**src/rtl/alu_iter_shifter_if.sv**
```systemverilog
// Request/response handshake bundle for the iterative shifter.
// Master issues operands and accepts results; slave is the shifter.
interface alu_iter_shifter_if;
  logic        in_valid;
  logic        in_ready;
  logic [31:0] in_data;
  logic [4:0]  in_shamt;
  logic [1:0]  in_oper;
  logic        out_valid;
  logic        out_ready;
  logic [31:0] out_data;

  modport master (
    output in_valid, in_data, in_shamt, in_oper, out_ready,
    input  in_ready, out_valid, out_data
  );

  modport slave (
    input  in_valid, in_data, in_shamt, in_oper, out_ready,
    output in_ready, out_valid, out_data
  );
endinterface

```
**src/rtl/alu_iter_shifter.sv**
```systemverilog
// Iterative 32-bit shifter: ROR/SLL/SRA/SRL, one power-of-two stage per clock.
// Optional ALU_ITER_SHIFTER_EARLY_DONE_EN skips stages above the top set bit.
module alu_iter_shifter (
  input  logic clk,
  input  logic rst_n,
  input  logic flush,
  alu_iter_shifter_if.slave bus
);

  typedef enum logic [1:0] {
    IDLE  = 2'd0,
    SHIFT = 2'd1,
    DONE  = 2'd2
  } state_e;

  state_e      state_q, state_d;
  logic [2:0]  cnt_q, cnt_d;
  logic [31:0] work_q, work_d;
  logic [4:0]  amt_q, amt_d;
  logic [1:0]  oper_q, oper_d;
  logic [4:0]  sh;
  logic [31:0] stage;
  logic        last;

  assign bus.in_ready  = (state_q == IDLE);
  assign bus.out_valid = (state_q == DONE);
  assign bus.out_data  = work_q;

  assign sh = 5'd1 << cnt_q;

  always_comb begin
    stage = work_q;
    unique case (oper_q)
      2'b00: stage = (work_q >> sh) |
                     (work_q << (6'd32 - {1'b0, sh}));
      2'b01: stage = work_q << sh;
      2'b10: stage = 32'($signed(work_q) >>> sh);
      2'b11: stage = work_q >> sh;
    endcase
  end

`ifdef ALU_ITER_SHIFTER_EARLY_DONE_EN
  logic [4:0] amt_hi;
  assign amt_hi = amt_q >> (cnt_q + 3'd1);
  // Stop once no higher shift-amount bit remains.
  assign last = (cnt_q == 3'd4) || (amt_hi == 5'd0);
`else
  assign last = (cnt_q == 3'd4);
`endif

  always_comb begin
    state_d = state_q;
    cnt_d   = cnt_q;
    work_d  = work_q;
    amt_d   = amt_q;
    oper_d  = oper_q;
    if (flush) begin
      state_d = IDLE;
      cnt_d   = 3'd0;
    end else begin
      unique case (state_q)
        IDLE: begin
          if (bus.in_valid) begin
            work_d  = bus.in_data;
            amt_d   = bus.in_shamt;
            oper_d  = bus.in_oper;
            cnt_d   = 3'd0;
            state_d = SHIFT;
`ifdef ALU_ITER_SHIFTER_EARLY_DONE_EN
            if (bus.in_shamt == 5'd0) state_d = DONE;
`endif
          end
        end
        SHIFT: begin
          if (amt_q[cnt_q]) work_d = stage;
          if (last) begin
            cnt_d   = 3'd0;
            state_d = DONE;
          end else begin
            cnt_d = cnt_q + 3'd1;
          end
        end
        DONE: begin
          if (bus.out_ready) state_d = IDLE;
        end
        default: state_d = IDLE;
      endcase
    end
  end

  always_ff @(posedge clk or negedge rst_n) begin
    if (!rst_n) begin
      state_q <= IDLE;
      cnt_q   <= 3'd0;
      work_q  <= 32'd0;
      amt_q   <= 5'd0;
      oper_q  <= 2'b00;
    end else begin
      state_q <= state_d;
      cnt_q   <= cnt_d;
      work_q  <= work_d;
      amt_q   <= amt_d;
      oper_q  <= oper_d;
    end
  end

endmodule

```
**src/flat_wrapper.sv**
```systemverilog
// flat-port wrapper written by rule: the top's interface ports become plain ports
module alu_iter_shifter_flat 
  (clk, rst_n, flush, bus_in_valid, bus_in_data, bus_in_shamt, bus_in_oper, bus_out_ready, bus_in_ready, bus_out_valid, bus_out_data);
  alu_iter_shifter_if bus_i ();
  input  logic clk;
  input  logic rst_n;
  input  logic flush;
  input wire logic [$bits(bus_i.in_valid)-1:0] bus_in_valid;
  input wire logic [$bits(bus_i.in_data)-1:0] bus_in_data;
  input wire logic [$bits(bus_i.in_shamt)-1:0] bus_in_shamt;
  input wire logic [$bits(bus_i.in_oper)-1:0] bus_in_oper;
  input wire logic [$bits(bus_i.out_ready)-1:0] bus_out_ready;
  output wire logic [$bits(bus_i.in_ready)-1:0] bus_in_ready;
  output wire logic [$bits(bus_i.out_valid)-1:0] bus_out_valid;
  output wire logic [$bits(bus_i.out_data)-1:0] bus_out_data;
  assign bus_i.in_valid = bus_in_valid;
  assign bus_i.in_data = bus_in_data;
  assign bus_i.in_shamt = bus_in_shamt;
  assign bus_i.in_oper = bus_in_oper;
  assign bus_i.out_ready = bus_out_ready;
  assign bus_in_ready = bus_i.in_ready;
  assign bus_out_valid = bus_i.out_valid;
  assign bus_out_data = bus_i.out_data;
  alu_iter_shifter u_core (.clk(clk), .rst_n(rst_n), .flush(flush), .bus(bus_i));
endmodule
```
**config.mk**
```make
export PLATFORM = sky130hd
export DESIGN_NAME = alu_iter_shifter_flat
export DESIGN_NICKNAME = d
export VERILOG_FILES = /design/src/rtl/alu_iter_shifter_if.sv /design/src/rtl/alu_iter_shifter.sv /design/src/flat_wrapper.sv
export SDC_FILE = /design/constraint.sdc
export NUM_CORES = 1
export LEC_CHECK = 0
export ABC_AREA = 1
export BUFFER_PORTS_ARGS = -buffer_cell sky130_fd_sc_hd__buf_2
export CAP_MARGIN = 20
export CORE_ASPECT_RATIO = 1.2
export CORE_MARGIN = 1
export CORE_UTILIZATION = 40
export CTS_CLUSTER_SIZE = 30
export DETAILED_ROUTE_END_ITERATION = 16
export GPL_TIMING_DRIVEN = 0
export SLEW_MARGIN = 20
export SYNTH_ARGS = -nofsm -noshare
export SYNTH_HDL_FRONTEND = slang
export SYNTH_SLANG_ARGS = --single-unit
```
**constraint.sdc**
```tcl
create_clock -name clk -period 4.5 [get_ports clk]
set_input_delay 0.45 -clock clk [delete_from_list [all_inputs] [get_ports clk]]
set_output_delay 0.45 -clock clk [all_outputs]
set_load 0.03 [all_outputs]
```
After elaboration in Yosys (flattened, before gate mapping)
Cells that the tools add are included.
Cells by class
  add/subtract/negate cells: 2
  magnitude comparators: 1
  equality and inequality tests: 11
  shifts and indexed selects: 5
  multiplexer cells: 15
  bitwise operators: 2
  reductions and logical operators: 8
Operators with widths (count)
  $pmux 32 s4: 1
  $mux 32: 2
  $pmux 32 s2: 1
  $or 32x32->32: 1
  $shl 32x5->32: 1
  $shl 32x6->32: 1
  $shr 32x5->32: 1
  $sshr 32x5->32: 1
  $mux 3: 3
  $mux 2: 4
  $eq 2x2->1 const B: 3
  $ne 3x3->1 const B: 2
  $pmux 2 s3: 1
  $pmux 3 s2: 1
  $reduce_and 3->1: 2
  $sub 6x5->6 const A: 1
  $shl 1x3->5 const A: 1
  $eq 2x1->1 const B: 2
  $logic_not 2->1: 2
  $lt 3x4->1 const B: 1
  $reduce_and 4->1: 1
  $add 3x1->3 const B: 1
  $bmux 1 s3: 1
  $eq 3x3->1 const B: 1
  8 further kinds: 8
Word-level totals
  bits in registers: 44
  input port bits: 44
  logic and storage cells: 49

Longest topological paths before layout
  depth after elaboration: 7
  depth in mapped cells: 21

Worst setup path before layout
OpenSTA, ideal clock, no wires.
  path kind: register -> register
  start: reg u_core.cnt_q[0]
  end: reg u_core.work_q[13], in the netlist u_core.bus.out_data[13]
  library setup time: 77 ps
  data arrival time: 2787 ps
  data required time: 4423 ps
  slack: 1635 ps
  stages on the path, launching flop included: 21
  buffers on the path: 5
  cell sequence: dfrtp_1 inv_1 ha_1 buf_2 nand2_2 buf_6 buf_6 ha_1 clkbuf_1 inv_1 clkbuf_1 nand3_1 nand2_1 nand2_1 nand3_1 nand3_1 nand2_1 inv_1 a21oi_1 nand2_1 a21oi_1
On the way
  cells in the longest elaborated chain, start to end: 7
  elaborated cells between the ends (all ways): 14
Ends and longest elaborated chain
  from (decl): line alu_iter_shifter.sv:17  | logic [2:0] cnt_q, cnt_d;
  from (signal assigned): line alu_iter_shifter.sv:100  | cnt_q <= cnt_d;
  $shl 1x3->5: line alu_iter_shifter.sv:29  | assign sh = 5'd1 << cnt_q;
  $sub 6x5->6: line alu_iter_shifter.sv:35  | (work_q << (6'd32 - {1'b0, sh}));
  $shl 32x6->32: line alu_iter_shifter.sv:35
  $or 32x32->32: line alu_iter_shifter.sv:34  | 2'b00: stage = (work_q >> sh) |
  $pmux 32 s4: line alu_iter_shifter.sv:33  | unique case (oper_q)
  $mux 32: line alu_iter_shifter.sv:75  | if (amt_q[cnt_q]) work_d = stage;
  $pmux 32 s2: line alu_iter_shifter.sv:61  | unique case (state_q)
  to (signal assigned): line alu_iter_shifter.sv:101  | work_q <= work_d;
  to (decl): line alu_iter_shifter.sv:18  | logic [31:0] work_q, work_d;
Several ways; a longest one is shown, not always the timed one. The select of a mux whose other input is x is not followed.
A chain may end at the register's enable or synchronous reset.

Final worst setup path
  start: reg u_core.cnt_q[2]
  end: reg u_core.work_q[23], in the netlist u_core.bus.out_data[23]
The elaborated chain is that of the path after synthesis.

==> results by group <==
Power and ir drop
  – Pwr Density: 718 mW/mm^2
  – Psw: about 4200 uW
  – Seq pwr share: 11.8%
  – Clk network pwr share: roughly 7.4%
  – Tot Pwr: between 6000 and 7000 uW
  – Comb power frac: 80.8%
  – Largest vdd supply drop: about 0.39 mV
  – Pint: 2050 uW
  – Switching portion of total power: 67.1%
  – Leak: ~0.0044 uW

Clock tree
  – Clock Tree Buf Depth: 2
  – Setup Buffers After CTS: 0
  – Cts bufs inserted: 5
  – CTS tree: yes
  – Clk root buf: clkbuf_16
  – H-tree levels: 2
  – Clock sinks: 44
  – Clk_lat worst skew: 0.31 ns
  – Clock transition at the registers of the reported paths: approximately 0.08 ns

Detailed routing
  – Via count: between 10000 and 15000
  – Routed Antenna Nets: 0
  – DR pass1 iterations: 8
  – DR iter-0 viols: 2459
  – DR WL/cell: about 29 um
  – DRC errors left: 0
  – Vias/cell: around 6.7
  – Drt total wl: 53.2 mm

Final layout
  – Fin cells: 1842
  – Final #Nets: around 1600
  – Final Instance Area: ~0.0087 mm^2
  – ANT cells: 0
  – Layout cell share with drive strength beyond 1: a little under a tenth
  – Layout area overhead: 11.2%
  – Fill count: around 2300

Run
  – Max cap viols: 0

Logic synthesis
  – Synth area leaders: nand3_1 (32%), nand2_1 (21%), dfrtp_1 (14%)
  – Fraction of registers with async set or reset after synthesis: 100%
  – Ys flop type: dfrtp_1
  – Top cell type's share of synthesized area: 32.2%
  – Yosys warning total: 0
  – Mapped Nets: about 1600
  – #FFs+latches synth: 44
  – Mean Syn Cell Area: ~5.2 um^2
  – Area leader, netlist: nand3_1
  – Sequential element share of the synthesized area: between 10% and 20%
  – Most instantiated cells after synthesis: nand3_1 (502), nand2_1 (431), a21oi_1 (119)
  – Post-synth EDFFs: 0
  – Netlist Area Pre-Place: approximately 0.0078 mm^2
  – Gate count after technology mapping: ~1500
  – Count leader, synth: nand3_1
  – Distinct cell type count of the synthesized netlist: 34

Timing
  – Final setup vio count: 1
  – Unrepaired setup endpoints after global routing: false
  – Slew margin rel.: ~26%
  – Clk_skew: ~0.0058 ns
  – Total negative setup slack: -0.0111 ns
  – Min cycle time layout: roughly 4.5 ns
  – Final Cycle Share: 100%
  – Final worst slack: -0.0111 ns
  – Actual slew at the worst max-slew pin: between 1 and 1.5 ns
  – Hold Vio Cnt, Final: 0
  – Max-slew violations: 0
  – F_max: 0.222 GHz

GRT
  – Pin count of the biggest net entering global routing: 45
  – GRT Overall Usage: 53.1%
  – Total gr overflow: 0
  – Initial antenna violation count: 0
  – First-pass GRT wire length: 74.9 mm
  – Vias in the first global route: about 11000

Placement
  – GPL Wtd Cong: 1.24
  – Placed Area: around 0.0085 mm^2
  – PortBufs: 77
  – DP HPWL: 41.3 mm
  – Inst Count DP: 1835
  – Worst slack at placement: 0.455 ns

Die
  – Initial Utilization: 41.1%
  – Top-level I/O count: 78
  – Num rows: 55
  – Core ar.: roughly 0.019 mm^2
  – Die ar.: 0.0201 mm^2
  – Die Width: between 100 and 150 um
  – Die Y: approximately 150 um

Critical path
  – CP endpoint kind: flop
  – Nature of the critical path startpoint: flop
  – Critical path type: flop to flop
  – Maximum fanout along the worst path: 10
  – Worst EP required: 4.70 ns
  – Worst EP arrival: roughly 4.7 ns

Min path
  – Worst min-delay path category: primary input to asynchronous set/reset pin

Outcome
  – Failing checks: setup timing
  – Outcome: finished, violations left
## flip-flops by register name, indices dropped and copies added (netlist names)
| name | cells |
|---|---|
| u_core.amt_q | 5 |
| u_core.state_q | 2 |
| u_core.oper_q | 2 |
| u_core.cnt_q | 3 |
| u_core.bus.out_data | 32 |
## worst paths after layout
path / startpoint / to / slack, ns / cells after the start
max in group asynchronous: rst_n / u_core.bus.out_data[9]$_DFFE_PN0P_ / 3.93 / 1
worst max-delay path: u_core.cnt_q[2]$_DFFE_PN0P_ / u_core.bus.out_data[23]$_DFFE_PN0P_ / -0.01 / 11
worst min-delay path: rst_n / u_core.amt_q[3]$_DFFE_PN0P_ / 0.13 / 1
min in group clk: bus_out_ready / u_core.state_q[1]$_DFFE_PN0P_ / 0.33 / 2
worst max register to register: u_core.cnt_q[2]$_DFFE_PN0P_ / u_core.bus.out_data[23]$_DFFE_PN0P_ / -0.01 / 11
worst min register to register: u_core.amt_q[1]$_DFFE_PN0P_ / u_core.amt_q[1]$_DFFE_PN0P_ / 0.50 / 1
## logic make-up (layout without fill, tap and decap cells)
| kind of cell | after synthesis | in the layout | share of synthesized area [%] |
|---|---|---|---|
| flops | 44 | 44 | 14.1 |
| mux | 5 | 5 | 0.722 |
| simple gates | 1076 | 1076 | 61.6 |
| compound gates | 184 | 184 | 12.3 |
| fa+ha+maj | 6 | 6 | 0.963 |
| buf+inv | 187 | 271 | 10.3 |
## layout by cell type, fill, tap and decap left out, drive strengths merged, types with 2 or more instances in the layout
| cell type | netlist | layout |
|---|---|---|
| nor3 | 2 | 2 |
| nand3 | 503 | 503 |
| ha | 6 | 6 |
| inv | 81 | 82 |
| a21oi | 120 | 120 |
| buf | 59 | 135 |
| clkbuf | 44 | 49 |
| nor2 | 107 | 107 |
| clkinv | 3 | 3 |
| dfrtp | 44 | 44 |
| a31oi | 3 | 3 |
| nand4 | 20 | 20 |
| nand3b | 5 | 5 |
| o22ai | 3 | 3 |
| mux2 | 5 | 5 |
| nand2 | 438 | 438 |
| o21ai | 47 | 47 |
| o211ai | 8 | 8 |
## per-layer routing
| layer | vias to the layer above | global-route usage, % | share of wire [%] |
|---|---|---|---|
| li1 | 5296 | - | - |
| met1 | 5577 | 62.2 | 35 |
| met2 | 1132 | 74.8 | 40 |
| met3 | 314 | 23.5 | 16 |
| met4 | 0 | 41.6 | 10 |
| met5 | - | 0.256 | 0 |
## power by group through the flow
stage                     sequential, uW  combinational [uW]  clock (uW)
after global routing                 745                5210         465
after detailed placement             726                4610           0
after floorplan                      921                2720           0
after CTS                            719                4630         455
after global placement               720                4620           0
final                                737                5030         460
## critical path, stage by stage (launching register included)
cell      delay (ns)
dfrtp_1         0.54
inv_2           0.27
buf_2           0.41
ha_1            0.21
buf_2           0.34
buf_1           0.66
clkbuf_1        0.57
nor2_1          0.10
o21ai_0         0.80
nand3_1         0.24
nand2_1         0.16
a21oi_1         0.07
## final cells by class
type                    count  area [um^2]  area share, %
clock inverters             3         46.3          0.534
well taps                 256          320           3.69
plain buffers             102          485           5.60
clock buffers               5          125           1.44
flip-flops and latches     44         1100           12.7
multi-input cells        1271         5890           67.9
repair buffers             77          388           4.47
inverters                  84          315           3.63
## metrics by stage
step	hold slack [ns]	util (%)
final	0.134	45.7
after CTS	0.339	45.7
after detailed placement	0.489	44.8
after floorplan	0.154	-
after global routing	0.183	45.7
after global placement	0.485	44.8
## timing repair
item | CTS | global route
resized for setup | 0 | 2
hold buffers | 0 | 0
setup endpoints to repair | 0 | 2
No activity file was read; power rests on OpenSTA's default activity.
